`src/rtl/shared_reg_arb_pkg.sv`:
```
// Shared definitions for the shared-register arbiter: parameter defaults,
// controller state encoding and the owner-index width helper.
package shared_reg_arb_pkg;

    localparam int          N_REQ_DEF    = 4;
    localparam int          W_DEF        = 4;
    localparam int          MAX_HOLD_DEF = 4;
    localparam logic [3:0]  RST_VAL_DEF  = 4'b0001;

    typedef enum logic {
        IDLE,
        OWN
    } state_t;

    // Width of an index into n requesters, never narrower than one bit.
    function automatic int idx_w(input int n);
        return (n > 1) ? $clog2(n) : 1;
    endfunction

endpackage

```
`src/rtl/shared_reg_arb_rr_pick.sv`:
```
// Combinational round-robin selector: first asserted request strictly after
// the last-granted index, wrapping modulo N_REQ.
module shared_reg_arb_rr_pick
    import shared_reg_arb_pkg::*;
#(
    parameter int N_REQ = N_REQ_DEF,
    parameter int IW    = idx_w(N_REQ)
) (
    input  logic [N_REQ-1:0] req,
    input  logic [IW-1:0]    last,
    output logic             found,
    output logic [IW-1:0]    pick
);

    int            cand;
    logic [IW-1:0] idx;

    always_comb begin
        found = 1'b0;
        pick  = '0;
        cand  = 0;
        idx   = '0;
        // Scan last+1 .. last+N_REQ so the previous owner is considered last.
        for (int k = 1; k <= N_REQ; k++) begin
            cand = int'(last) + k;
            if (cand >= N_REQ) begin
                cand = cand - N_REQ;
            end
            idx = IW'(cand);
            if (!found && req[idx]) begin
                found = 1'b1;
                pick  = idx;
            end
        end
    end

endmodule

```
`src/rtl/shared_reg_arb.sv`:
```
// Round-robin ownership arbiter and write controller for one shared register;
// each ownership is bounded by MAX_HOLD cycles and followed by one idle cycle.
module shared_reg_arb
    import shared_reg_arb_pkg::*;
#(
    parameter int           N_REQ    = N_REQ_DEF,
    parameter int           W        = W_DEF,
    parameter logic [W-1:0] RST_VAL  = W'(RST_VAL_DEF),
    parameter int           MAX_HOLD = MAX_HOLD_DEF
) (
    input  logic                      clk,
    input  logic                      rst,
    input  logic [N_REQ-1:0]          req,
    input  logic [N_REQ-1:0]          wr_en,
    input  logic [N_REQ*W-1:0]        wr_data,
    output logic [N_REQ-1:0]          gnt,
    output logic [idx_w(N_REQ)-1:0]   owner,
    output logic                      busy,
    output logic [W-1:0]              q
);

    localparam int IW = idx_w(N_REQ);
    localparam int HW = $clog2(MAX_HOLD + 1);

    state_t        state;
    logic [HW-1:0] hold_cnt;
    logic [IW-1:0] last;
    logic          found;
    logic [IW-1:0] pick;
    logic          owner_wr;
    logic [W-1:0]  owner_data;
    logic          release_now;

    shared_reg_arb_rr_pick #(
        .N_REQ (N_REQ),
        .IW    (IW)
    ) u_pick (
        .req   (req),
        .last  (last),
        .found (found),
        .pick  (pick)
    );

    // Only the current owner's strobe and lane can reach the register.
    assign owner_wr    = (state == OWN) && wr_en[owner];
    assign owner_data  = wr_data[owner*W +: W];
    assign release_now = !req[owner] || (hold_cnt == HW'(MAX_HOLD));

    always_ff @(posedge clk) begin
        if (rst) begin
            state    <= IDLE;
            gnt      <= '0;
            owner    <= '0;
            busy     <= 1'b0;
            hold_cnt <= '0;
            last     <= IW'(N_REQ - 1);
        end else begin
            case (state)
                IDLE: begin
                    if (found) begin
                        state    <= OWN;
                        gnt      <= N_REQ'(1) << pick;
                        owner    <= pick;
                        busy     <= 1'b1;
                        hold_cnt <= HW'(1);
                        last     <= pick;
                    end
                end
                OWN: begin
                    // Release always passes through IDLE, giving the mandatory bubble.
                    if (release_now) begin
                        state    <= IDLE;
                        gnt      <= '0;
                        busy     <= 1'b0;
                        hold_cnt <= '0;
                    end else begin
                        hold_cnt <= hold_cnt + HW'(1);
                    end
                end
                default: begin
                    state    <= IDLE;
                    gnt      <= '0;
                    busy     <= 1'b0;
                    hold_cnt <= '0;
                end
            endcase
        end
    end

    always_ff @(posedge clk) begin
        if (rst) begin
            q <= RST_VAL;
        end else if (owner_wr) begin
            q <= owner_data;
        end
    end

endmodule

```
`config.mk`:
```
export PLATFORM = sky130hd
export DESIGN_NAME = shared_reg_arb
export DESIGN_NICKNAME = d
export VERILOG_FILES = /design/src/rtl/shared_reg_arb_pkg.sv /design/src/rtl/shared_reg_arb_rr_pick.sv /design/src/rtl/shared_reg_arb.sv
export SDC_FILE = /design/constraint.sdc
export NUM_CORES = 1
export LEC_CHECK = 0
export CORE_MARGIN = 2
export CORE_UTILIZATION = 44
export CTS_BUF_LIST = sky130_fd_sc_hd__clkbuf_4
export DETAILED_ROUTE_END_ITERATION = 10
export GPL_ROUTABILITY_DRIVEN = 0
export PLACE_DENSITY = 0.82
export SYNTH_ARGS = -nofsm -noshare
export SYNTH_HDL_FRONTEND = slang
export SYNTH_SLANG_ARGS = --single-unit
```
`constraint.sdc`:
```
create_clock -name clk -period 2.05 [get_ports clk]
set_input_delay 0.41 -clock clk [delete_from_list [all_inputs] [get_ports clk]]
set_output_delay 0.41 -clock clk [all_outputs]
set_load 0.05 [all_outputs]
```
---- After elaboration in Yosys (flattened, before gate mapping) ----
Index checks and enable logic that the tools add are counted.
Widths: inputs -> output; s select.
storage, ports and cells
  flip-flop bits (word level) ............. 17
  logic and storage cells ................. 78
cells by class
  $add $sub $neg .......................... 9
  order comparisons ....................... 9
  equal/unequal tests ..................... 3
  shift-type cells ........................ 2
  muxes and demuxes ....................... 36
  bitwise operators ....................... 1
  reduce and logical (&&, ||, !) cells .... 11
operator list
  kind                 number
  $mux 2               8
  $shiftx 16x5->4      1
  $lt 2x3->1 const B   5
  $mux 1               14
  $bmux 1 s2           6
  $ge 3x3->1 const B   3
  $mux 4               2
  $pmux 4 s2           1
  $sub 2x1->2 const B  4
  $add 2x2->3 const B  2
  $mux 3               2
  $pmux 3 s2           1
  $add 2x3->4 const B  1
  $ge 4x3->1 const B   1
  $logic_and 1x1->1    4
  $logic_not 1->1      4
  $pmux 1 s2           2
  $reduce_and 2->1     2
  $shl 1x2->4 const A  1
  $add 2x1->3 const B  1
  $add 3x1->3 const B  1
  $eq 3x3->1 const B   1
  $ne 2x1->1 const B   1
  $ne 2x2->1 const B   1
  other kinds (2)      2

---- Logic depth before layout (Yosys ltp) ----
Gate-level depths: netlist (run 1).
  word-level depth ........................ 18
  mapped depth ............................ 6
  depth with buffers taken out ............ 6

---- By module ----
Synthesis (run 1) repeated with hierarchy kept, for this count alone.
second synthesis, totals
  cells, all modules ...................... 102
  area, all modules ....................... 968.4 um^2
modules (own cells, without submodules)
  module                  times used  cells each  area an instance (um^2)
  shared_reg_arb          1           88          877.1
  shared_reg_arb_rr_pick  1           14          91.3

---- Least setup slack after synthesis (run 1) ----
Ideal clock, no wire load.
  path type ............................... reg2reg
  from .................................... register owner[0]
  to ...................................... register gnt[0]
  setup time .............................. 0.117 ns
  data arrival time ....................... 1.830 ns
  data required time ...................... 1.933 ns
  path slack .............................. 0.103 ns
  cell stages (with the launch flop) ...... 6
  buffers on the path ..................... 1
  cell sequence ........................... dfxtp_1 -> buf_6 -> mux2_4 -> and4_4 -> o31a_4 -> a22o_1
between the ends
  word-level cells in the longest chain between the ends .. 6
RTL lines
  item                               line                  source
  start, declared                    shared_reg_arb.sv:17  output logic [idx_w(N_REQ)-1:0] owner,
  start signal, assigned             shared_reg_arb.sv:63  owner <= pick;
  $bmux 1 s2                         shared_reg_arb.sv:47  assign release_now = !req[owner] || (hold_cnt == HW'(MAX_HOLD));
  $mux 1 (not written as such)       shared_reg_arb.sv:47
  $logic_not 1->1                    shared_reg_arb.sv:47
  $logic_or 1x1->1                   shared_reg_arb.sv:47
  $ne 2x1->1 (no source line)        -
  $reduce_and 2->1 (no source line)  -
  end signal, assigned               shared_reg_arb.sv:62  gnt <= N_REQ'(1) << pick;
  end, declared                      shared_reg_arb.sv:16  output logic [N_REQ-1:0] gnt,
No other way between the ends. The select of a mux whose other input is x is not followed.
A chain may end at the register's enable or synchronous reset.

---- Worst setup path after layout (run 1) ----
  from .................................... register gnt[2]
  to ...................................... output gnt[2]
No word-level cell between the ends.

==> flow_summary.ini, run 1 <==
[status]
status = finished, final reports clean

[placement]
place_inst = 158
hpwl_um = 1860
port_buffers = 36

[final_layout]
final_cells = 162
n_fill_cell = 150
final_nets = 164
antennaDiodeCount = 0
synthToLayoutAreaGrowth_pct = 48.0
drive_gt1_frac = 0.148

[clock_network]
h-tree-depth = 1
cts_tree = yes
clock_path_buffers = 2
root_buffer = clkbuf_4
clk_pin_slew_ns = 0.10
clock-sinks = 17
ctsHoldBuffers = 0
clk_latency_ns = 0.30
cts_resized = 0
postCtsSetupBuffers = 0
cts_inserted_buffers = 3

[routing]
route.vias.total = 873
wirelength_um = 2240
post_drt_wl_per_cell_um = 13.8
drt.antenna.violating_nets = 0
via_per_inst = 5.39
firstDrtPassIters = 4
drt_iter0_drc = 13
drc = 0

[job]
drv.max_cap_violation_count = 0

[timing]
max_freq_mhz = 532
post-route-period-util = 0.917
maxSlewViolCount = 0
relSlewSlack = 0.647
skew_ns = 0.00140
tightest_slew_ns = 0.528
finalCriticalPeriod_ns = 1.88
hold_violations = 0
fin_hold_ws_ns = 0.473
setup_viol = 0
grt_setup_unrepaired = false

[power]
ir_drop_mv = 0.468
p_leak_uw = 0.000582
powerDensity_mw_per_mm2 = 649
power.total_uw = 893

[floorplan]
dieArea_mm2 = 0.00250
start_util = 0.470
die_h_um = 50.0
die_w_um = 50.0
core_mm2 = 0.00198
rows = 16
num_io_pins = 37

[worst_setup_path]
crit_family = buffers and inverters
worst_setup_path_end_kind = output pin
arrival_ns = 1.47
slowest_delay_ns = 0.83
worstSetupPathType = reg -> out
cp_num_buf_inv = 1
cp-start-kind = flop
path_cells = clkdlybuf4s50_1
cp_max_fo = 2
cp_slowest_cell = clkdlybuf4s50_1
cp.required_ns = 1.64

[global_routing]
grt_use_total = 0.193
grt_pass1_wl_um = 3620
first_global_vias = 817
overflow = 0
antenna_found_initial = 0
grt_max_degree = 11

[synthesis]
synth_edf_count = 0
yosysTopAreaCell = dfxtp_1
synth_top_area_frac = 0.366
synth_common_cells = 17 x dfxtp_1, 11 x nand2_1, 7 x a21oi_1, 7 x nor2_1, 6 x mux2i_1
synth_area_leaders = dfxtp_1 37%, mux4_1 14%, mux2i_1 6.5%
yosys_register_bits = 17
synth_cell_type_count = 32
netlist_instances = 92
ys_seq_area_frac = 0.366
yosysMostFrequentCell = dfxtp_1
avgSynthCellArea_um2 = 10.1
synth_warnings = 0
synth_nets = 120
syn_area_um2 = 931
ys_async_sr_fraction = 0
synth_flop_cell = dfxtp_1

[worst_hold_path]
worstHoldPathType = reg -> reg
## state kept, by name (all words and copies together), names as in the netlist
register  count
q             4
owner         2
last          2
hold_cnt      3
gnt           4
state         1
busy          1
## where the power goes
part / switching [uW] / total [uW] / internal, uW
Clock: 107 / 180 / 72.8
Combinational: 159 / 319 / 160
Sequential: 32.9 / 394 / 362
## stage by stage
step            util  cell area (um2)  setup TNS, ns  worst slack [ns]
5_1_grt        0.695             1380              0             0.114
3_3_place_gp   0.681             1350              0            0.0232
3_5_place_dp   0.681             1350        -0.0166           -0.0126
4_1_cts        0.695             1380              0             0.167
2_1_floorplan      -              931              0             0.103
6_report       0.695             1380              0             0.170
## kinds of logic (layout without fill, tap and decap cells)
logic type	after synthesis	count (layout)	share of synthesized area
and+or+nand+nor	34	34	0.190
AOI/OAI and AO/OA	20	20	0.160
DFF	17	17	0.366
muxes	12	12	0.222
buffers and inverters	7	50	0.0363
adders and majority gates	2	2	0.0269
## path summary, 6_finish.rpt
| kind | start | endpoint | slack [ns] | cells past startpoint |
|---|---|---|---|---|
| setup / recovery | gnt[2]$_SDFFE_PP0P_ | gnt[2] | 0.17 | 1 |
| setup reg to reg | owner[0]$_SDFFE_PP0P_ | gnt[0]$_SDFFE_PP0P_ | 0.42 | 4 |
| hold reg to reg | busy$_SDFFE_PP0P_ | busy$_SDFFE_PP0P_ | 0.47 | 1 |
| hold / removal | busy$_SDFFE_PP0P_ | busy$_SDFFE_PP0P_ | 0.47 | 1 |
## metal layers
metal  track usage  share of wire
met1         0.240           0.44
met2         0.316           0.51
met3        0.0455          0.021
met4        0.0833          0.023
met5             0              0
## layout make-up
cell class,count,area [um2],share of cell area
Multi-Input combinational cell,68,557,0.404
Timing Repair Buffer,43,408,0.296
Clock buffer,3,22.5,0.0163
Sequential cell,17,340,0.247
Clock inverter,1,5.00,0.00363
Inverter,3,11.3,0.00817
Tap cell,27,33.8,0.0245
## cell usage in the layout (no fill, tap or decap), types with 2 or more instances in the layout
cell,Yosys,final
a21oi_1,7,7
nor2b_1,3,3
buf_4,0,9
mux4_1,5,5
inv_1,3,3
nor2_1,7,7
mux2i_1,6,6
clkbuf_4,0,3
clkdlybuf4s50_1,0,34
ha_1,2,2
o2bb2ai_1,2,2
nand2b_1,2,2
nor3_1,4,4
nand2_1,11,11
a21o_1,2,2
dfxtp_1,17,17
(Power assumes the default switching activity.)
==> inputs of run 2 (changes only) <==
--- a/config.mk
+++ b/config.mk
@@ -11,6 +11,7 @@
 export DETAILED_ROUTE_END_ITERATION = 10
 export GPL_ROUTABILITY_DRIVEN = 0
 export PLACE_DENSITY = 0.82
+export SLEW_MARGIN = 20
 export SYNTH_ARGS = -nofsm -noshare
 export SYNTH_HDL_FRONTEND = slang
 export SYNTH_SLANG_ARGS = --single-unit
==> results of run 2 <==
No change in the layout: final DEF, timing and power equal those of run 1.
==> RTL edit 1: new RTL, config.mk and constraints of run 2 <==
Set the package constant `MAX_HOLD_DEF` to 8 (it was 4).
--- a/src/rtl/shared_reg_arb_pkg.sv
+++ b/src/rtl/shared_reg_arb_pkg.sv
@@ -4,7 +4,7 @@
 
     localparam int          N_REQ_DEF    = 4;
     localparam int          W_DEF        = 4;
-    localparam int          MAX_HOLD_DEF = 4;
+    localparam int          MAX_HOLD_DEF = 8;
     localparam logic [3:0]  RST_VAL_DEF  = 4'b0001;
 
     typedef enum logic {
Check against the original RTL: not equivalent (a bounded check fails within 10 cycles, from zero or initial values and one cycle with rst high).
==> RTL edit 1 against run 2 <==
Synthesized area grew 5.9%; total power grew 1.6%; cell count grew 4.9%; routed wire length grew 15%; design area grew 4.5%; largest cell class unchanged; setup slack gained 0.023 ns; largest power group unchanged; synthesized cell count grew 5.4%; sequential cell count grew 1.
==> RTL edit 1: results (changes against run 2) <==
Status
  – Outcome: completed

Global route
  – Antenna violations before repair: 0 (unchanged)
  – Vias in the first global route: 940 (+15%)
  – Pin count of the biggest net entering global routing: 12 (+1)
  – First-pass GRT wire length: 4029 um (+11%)
  – GRT Util Overall: 21.04% (+1.7 points)

Clocking
  – Total setup buffers inserted after CTS: 0 (unchanged)
  – CTS buffer count: 3 (unchanged)
  – CTS Buffer Depth: 2 (unchanged)
  – CTS Root Cell: clkbuf_4
  – Clk_lat worst skew: 0.28 ns (-0.02 ns)

Yosys
  – Synthesized Nets: 125 (+4.2%)
  – Avg Cell Area, Syn: 10.16 sq um (+0.45%)
  – Sequential element share of the synthesized area: 36.55% (about the same)
  – Post-synthesis cell type count: 36 (+13%)
  – Yosys Warn Count: 0 (unchanged)
  – Commonest cells in the synthesized netlist: 18 x dfxtp_1, 12 x nor2_1, 7 x a21oi_1
  – Synth area leaders: dfxtp_1 37%, mux4_1 11%, mux4_2 4.6%, nor2_1 4.6%, a32o_1 4.1%

Layout
  – Share of layout cells above drive strength 1: 14.79% (-0.026 points)
  – Largest regs: gnt: 4 flops, hold_cnt: 4 flops, q: 4 flops
  – Fin cells: 170 (+4.9%)

Place
  – Post-place setup slack: -0.05654 ns (-0.04393 ns)
  – Post-DP HPWL: 2009 um (+8.1%)

Routing
  – 1st-iter DRT viols: 21 (+8)
  – Routed WL: 2574 um (+15%)
  – Via count: 956 (+9.5%)

Power
  – Leakage: 0.5576 nW (-4.1%)
  – Max IR drop VDD: 0.0005348 V (+14%)

Timing
  – WHS: 0.4818 ns (+0.009187 ns)
  – Clk_skew: 0.002075 ns (+0.0006729 ns)
  – Slew HR: 65.82% (+1.1 points)
  – Setup ws final: 0.1933 ns (+0.02306 ns)

Worst setup path
  – Flop2flop setup slack: 0.36 ns (-0.06 ns)
  – Critical Path Max Stage Delay: 0.81 ns (-0.02 ns)
  – Arr. time, crit path: 1.45 ns (-0.02 ns)
==> RTL edit 1: final timing paths <==
check	startpoint	cells after the start	end
max	gnt[1]	1	gnt[1]
min	gnt[0]	1	gnt[0]
max reg2reg	owner[0]	5	gnt[1]
min reg2reg	gnt[0]	1	gnt[0]
==> RTL edit 1: layer usage <==
| layer | track usage, % | share of wire [%] | up-vias |
|---|---|---|---|
| li1 | - | - | 466 |
| met1 | 23.06 | 40 | 464 |
| met2 | 37.45 | 54 | 22 |
| met3 | 7.602 | 4.4 | 4 |
| met4 | 7.018 | 0.97 | 0 |
| met5 | 0 | 0 | - |
==> RTL edit 1: stage by stage <==
| stage | util [%] | power [mW] | instance area (sq um) |
|---|---|---|---|
| 4_1_cts | 66.32 | 0.9186 | 1439 |
| 6_report | 66.32 | 0.9073 | 1439 |
| 3_3_place_gp | 65.28 | 0.7457 | 1416 |
| 3_5_place_dp | 65.28 | 0.7530 | 1416 |
| 5_1_grt | 66.32 | 0.9524 | 1439 |
| 2_1_floorplan | - | 0.6222 | 985.9 |
==> RTL edit 1: cells by family after synthesis <==
family                     synth area share (%)
and+or+nand+nor                           21.45
DFF                                       36.55
AOI/OAI and AO/OA                         16.12
muxes                                     18.27
buffers and inverters                     5.075
adders and majority gates                 2.538
==> RTL edit 1: area by class of cell <==
type,count,area [sq um]
Timing Repair Buffer,47,437.9
Tap cell,28,35.03
Inverter,2,7.507
Multi-Input combinational cell,72,575.6
Clock buffer,3,22.52
Fill cell,198,730.7
Sequential cell,18,360.3
==> RTL edit 1: power breakdown <==
| part | total (mW) | switching (mW) | leakage, nW | internal [mW] |
|---|---|---|---|---|
| clock network | 0.160 | 0.0914 | 0.0138 | 0.0681 |
| registers | 0.410 | 0.0289 | 0.148 | 0.381 |
| logic | 0.338 | 0.170 | 0.396 | 0.168 |
==> RTL edit 1: worst reg2reg max path, cell delays in order, from the launching register on <==
cell,delay [ns]
dfxtp_1,0.50
mux4_2,0.57
nand3_2,0.10
a21oi_1,0.07
buf_4,0.15
a32o_1,0.20
==> RTL edit 2: new RTL, config.mk and constraints of run 2 <==
Made on the original files. Make the reset (`rst`) asynchronous in 2 clocked blocks.
--- a/src/rtl/shared_reg_arb.sv
+++ b/src/rtl/shared_reg_arb.sv
@@ -46,7 +46,7 @@
     assign owner_data  = wr_data[owner*W +: W];
     assign release_now = !req[owner] || (hold_cnt == HW'(MAX_HOLD));
 
-    always_ff @(posedge clk) begin
+    always_ff @(posedge clk or posedge rst) begin
         if (rst) begin
             state    <= IDLE;
             gnt      <= '0;
@@ -87,7 +87,7 @@
         end
     end
 
-    always_ff @(posedge clk) begin
+    always_ff @(posedge clk or posedge rst) begin
         if (rst) begin
             q <= RST_VAL;
         end else if (owner_wr) begin
Formal check against the unedited RTL: differs if rst is asserted again (counterexample within 4 cycles, from zero or initial values and one cycle with rst high); with rst held inactive, the same outputs for 10 cycles.
==> RTL edit 2 against run 2 <==
Synthesized area rose by 4.0%; first-iteration DRC count rose by 23%; routed wire length fell by 0.76%; setup slack got worse by 0.029 ns; via count fell by 7.7%; cell count fell by 10%; design area barely moved; sequential cell count did not move; critical path type unchanged.
Power is not compared: it rests on default switching activity, and its combinational part moved more than twofold at a synthesized area within 25%.
==> RTL edit 2: results (changes against run 2) <==
Status
  – Outcome: completed

Yosys
  – Yosys Warn Count: 0 (unchanged)
  – Post-synthesis cell type count: 31 (-3.1%)
  – Sequential element share of the synthesized area: 44.32% (+7.8 points)
  – Commonest cells in the synthesized netlist: 14 x dfrtp_1, 6 x nand2_1, 5 x inv_1, 5 x nor2_1
  – Synthesized Nets: 107 (-11%)
  – Top_reg_cell synth: dfrtp_1
  – Asr flop ratio synth: 100.0% (+100 points)
  – Synth area leaders: dfrtp_1 36%, mux4_1 11%, dfstp_2 8.1%, mux2_2 4.7%, mux4_2 4.7%

Global route
  – Antenna violations before repair: 0 (unchanged)
  – Pin count of the biggest net entering global routing: 18 (+7)
  – Vias in the first global route: 743 (-9.1%)
  – GRT Util Overall: 19.16% (-0.15 points)
  – First-pass GRT wire length: 3629 um (+0.19%)

Routing
  – 1st-pass router iterations: 4 (unchanged)
  – 1st-iter DRT viols: 16 (+3)
  – Vias/cell: 5.559 (+3.1%)
  – Routed WL: 2218 um (-0.76%)

Clocking
  – Post-CTS sizing: 0 (unchanged)
  – CTS Root Cell: clkbuf_4
  – Worst-path clk slew: 0.10 ns (about the same)
  – H-tree depth: 1 (unchanged)
  – CTS buffer count: 3 (unchanged)
  – Total setup buffers inserted after CTS: 0 (unchanged)

Layout
  – Layout net count: 147 (-10%)
  – Final instance area: 0.001379 sq mm (about the same)
  – Antenna cells: 0 (unchanged)
  – # fillers: 159 (+6.0%)
  – Share of layout cells above drive strength 1: 21.19% (+6.4 points)
  – Largest regs: gnt: 4 flops, q: 4 flops, hold_cnt: 3 flops

Worst setup path
  – Slowest cell on the critical path: clkdlybuf4s50_1
  – Critical path peak fanout: 2 (unchanged)
  – Critical Path Max Stage Delay: 0.83 ns (about the same)
  – Arr. time, crit path: 1.50 ns (+0.03 ns)
  – Crit path from: q[3]
  – Worst R2R Start: owner[0]
  – Largest delay contributor family on the critical path: buffers and inverters
  – Setup Crit Path Kind: register to output pin

Timing
  – Clk_skew: 0.006554 ns (+0.005152 ns)
  – Slew HR: 58.77% (-5.9 points)

Place
  – Post-DP HPWL: 1796 um (-3.3%)
  – IO buf count: 36 (unchanged)

Power
  – Leakage: a little over 0.6 nW
  – Max IR drop VDD: roughly 0.0010 V

Hold path
  – HP Class: input pin to asynchronous set/reset pin

Die
  – Initial Util: 47.90% (+0.93 points)
-- RTL edit 2: cell count changes in the layout (fill, tap and decap cells not counted), moves of 4 or more --
cell,delta
mux2i_1,-5
buf_4,-4
dfrtp_1,+14
nand2_1,-5
nor3_1,-4
mux2_2,+4
a21oi_1,-4
dfxtp_1,-17
-- RTL edit 2: worst paths after layout --
check                         end  slack (ns)  cells after the start
setup / recovery             q[3]        0.14                      1
hold / removal             gnt[2]        0.48                      2
setup reg to reg             q[1]        0.41                      3
hold reg to reg              busy        0.49                      1
max in group asynchronous    q[3]        1.17                      2
min in group clk             busy        0.49                      1
-- RTL edit 2: through the flow --
step	setup slack (ns)	hold slack [ns]	cells
2_1_floorplan	0.1454	0.3339	79
3_3_place_gp	0.06461	0.4755	141
3_5_place_dp	0.02882	0.4716	141
4_1_cts	0.1342	0.4948	145
5_1_grt	0.1062	0.5163	145
6_report	0.1417	0.4757	145
-- RTL edit 2: cell families (layout without fill, tap and decap cells) --
| kind of cell | count (synthesis) | after routing | share of synthesized area, % |
|---|---|---|---|
| compound gates | 21 | 21 | 15.38 |
| fa+ha+maj | 2 | 2 | 2.584 |
| buf+inv | 8 | 47 | 3.876 |
| flops | 17 | 17 | 44.32 |
| mux | 11 | 11 | 21.19 |
| simple gates | 20 | 20 | 12.66 |
-- RTL edit 2: final cells by class --
cell class                 count  area, sq um  share of cell area, %
clock buffer                   3        22.52                  1.633
clock inverter                 1        5.005                 0.3630
tap                           27        33.78                  2.450
sequential                    17        429.2                  31.13
multi-input combinational     54        501.7                  36.39
inverter                       5        18.77                  1.361
timing repair buffer          38        367.9                  26.68
-- RTL edit 2: layer usage --
| layer | global-route usage (%) | up-vias | routed length [um] | share of wire, % |
|---|---|---|---|---|
| met1 | 25.95 | 399 | 1002 | 45 |
| met5 | 0 | - | 0 | 0 |
| met2 | 29.87 | 26 | 1097 | 49 |
| li1 | - | 376 | - | - |
| met3 | 5.556 | 5 | 97 | 4.4 |
| met4 | 5.405 | 0 | 21 | 0.95 |
-- RTL edit 2: where the power goes --
group / switching [mW] / internal (mW) / total, mW
Clock: 0.108 / 0.0727 / 0.181
Sequential: 0.170 / 0.523 / 0.693
Combinational: 0.731 / 0.562 / 1.29
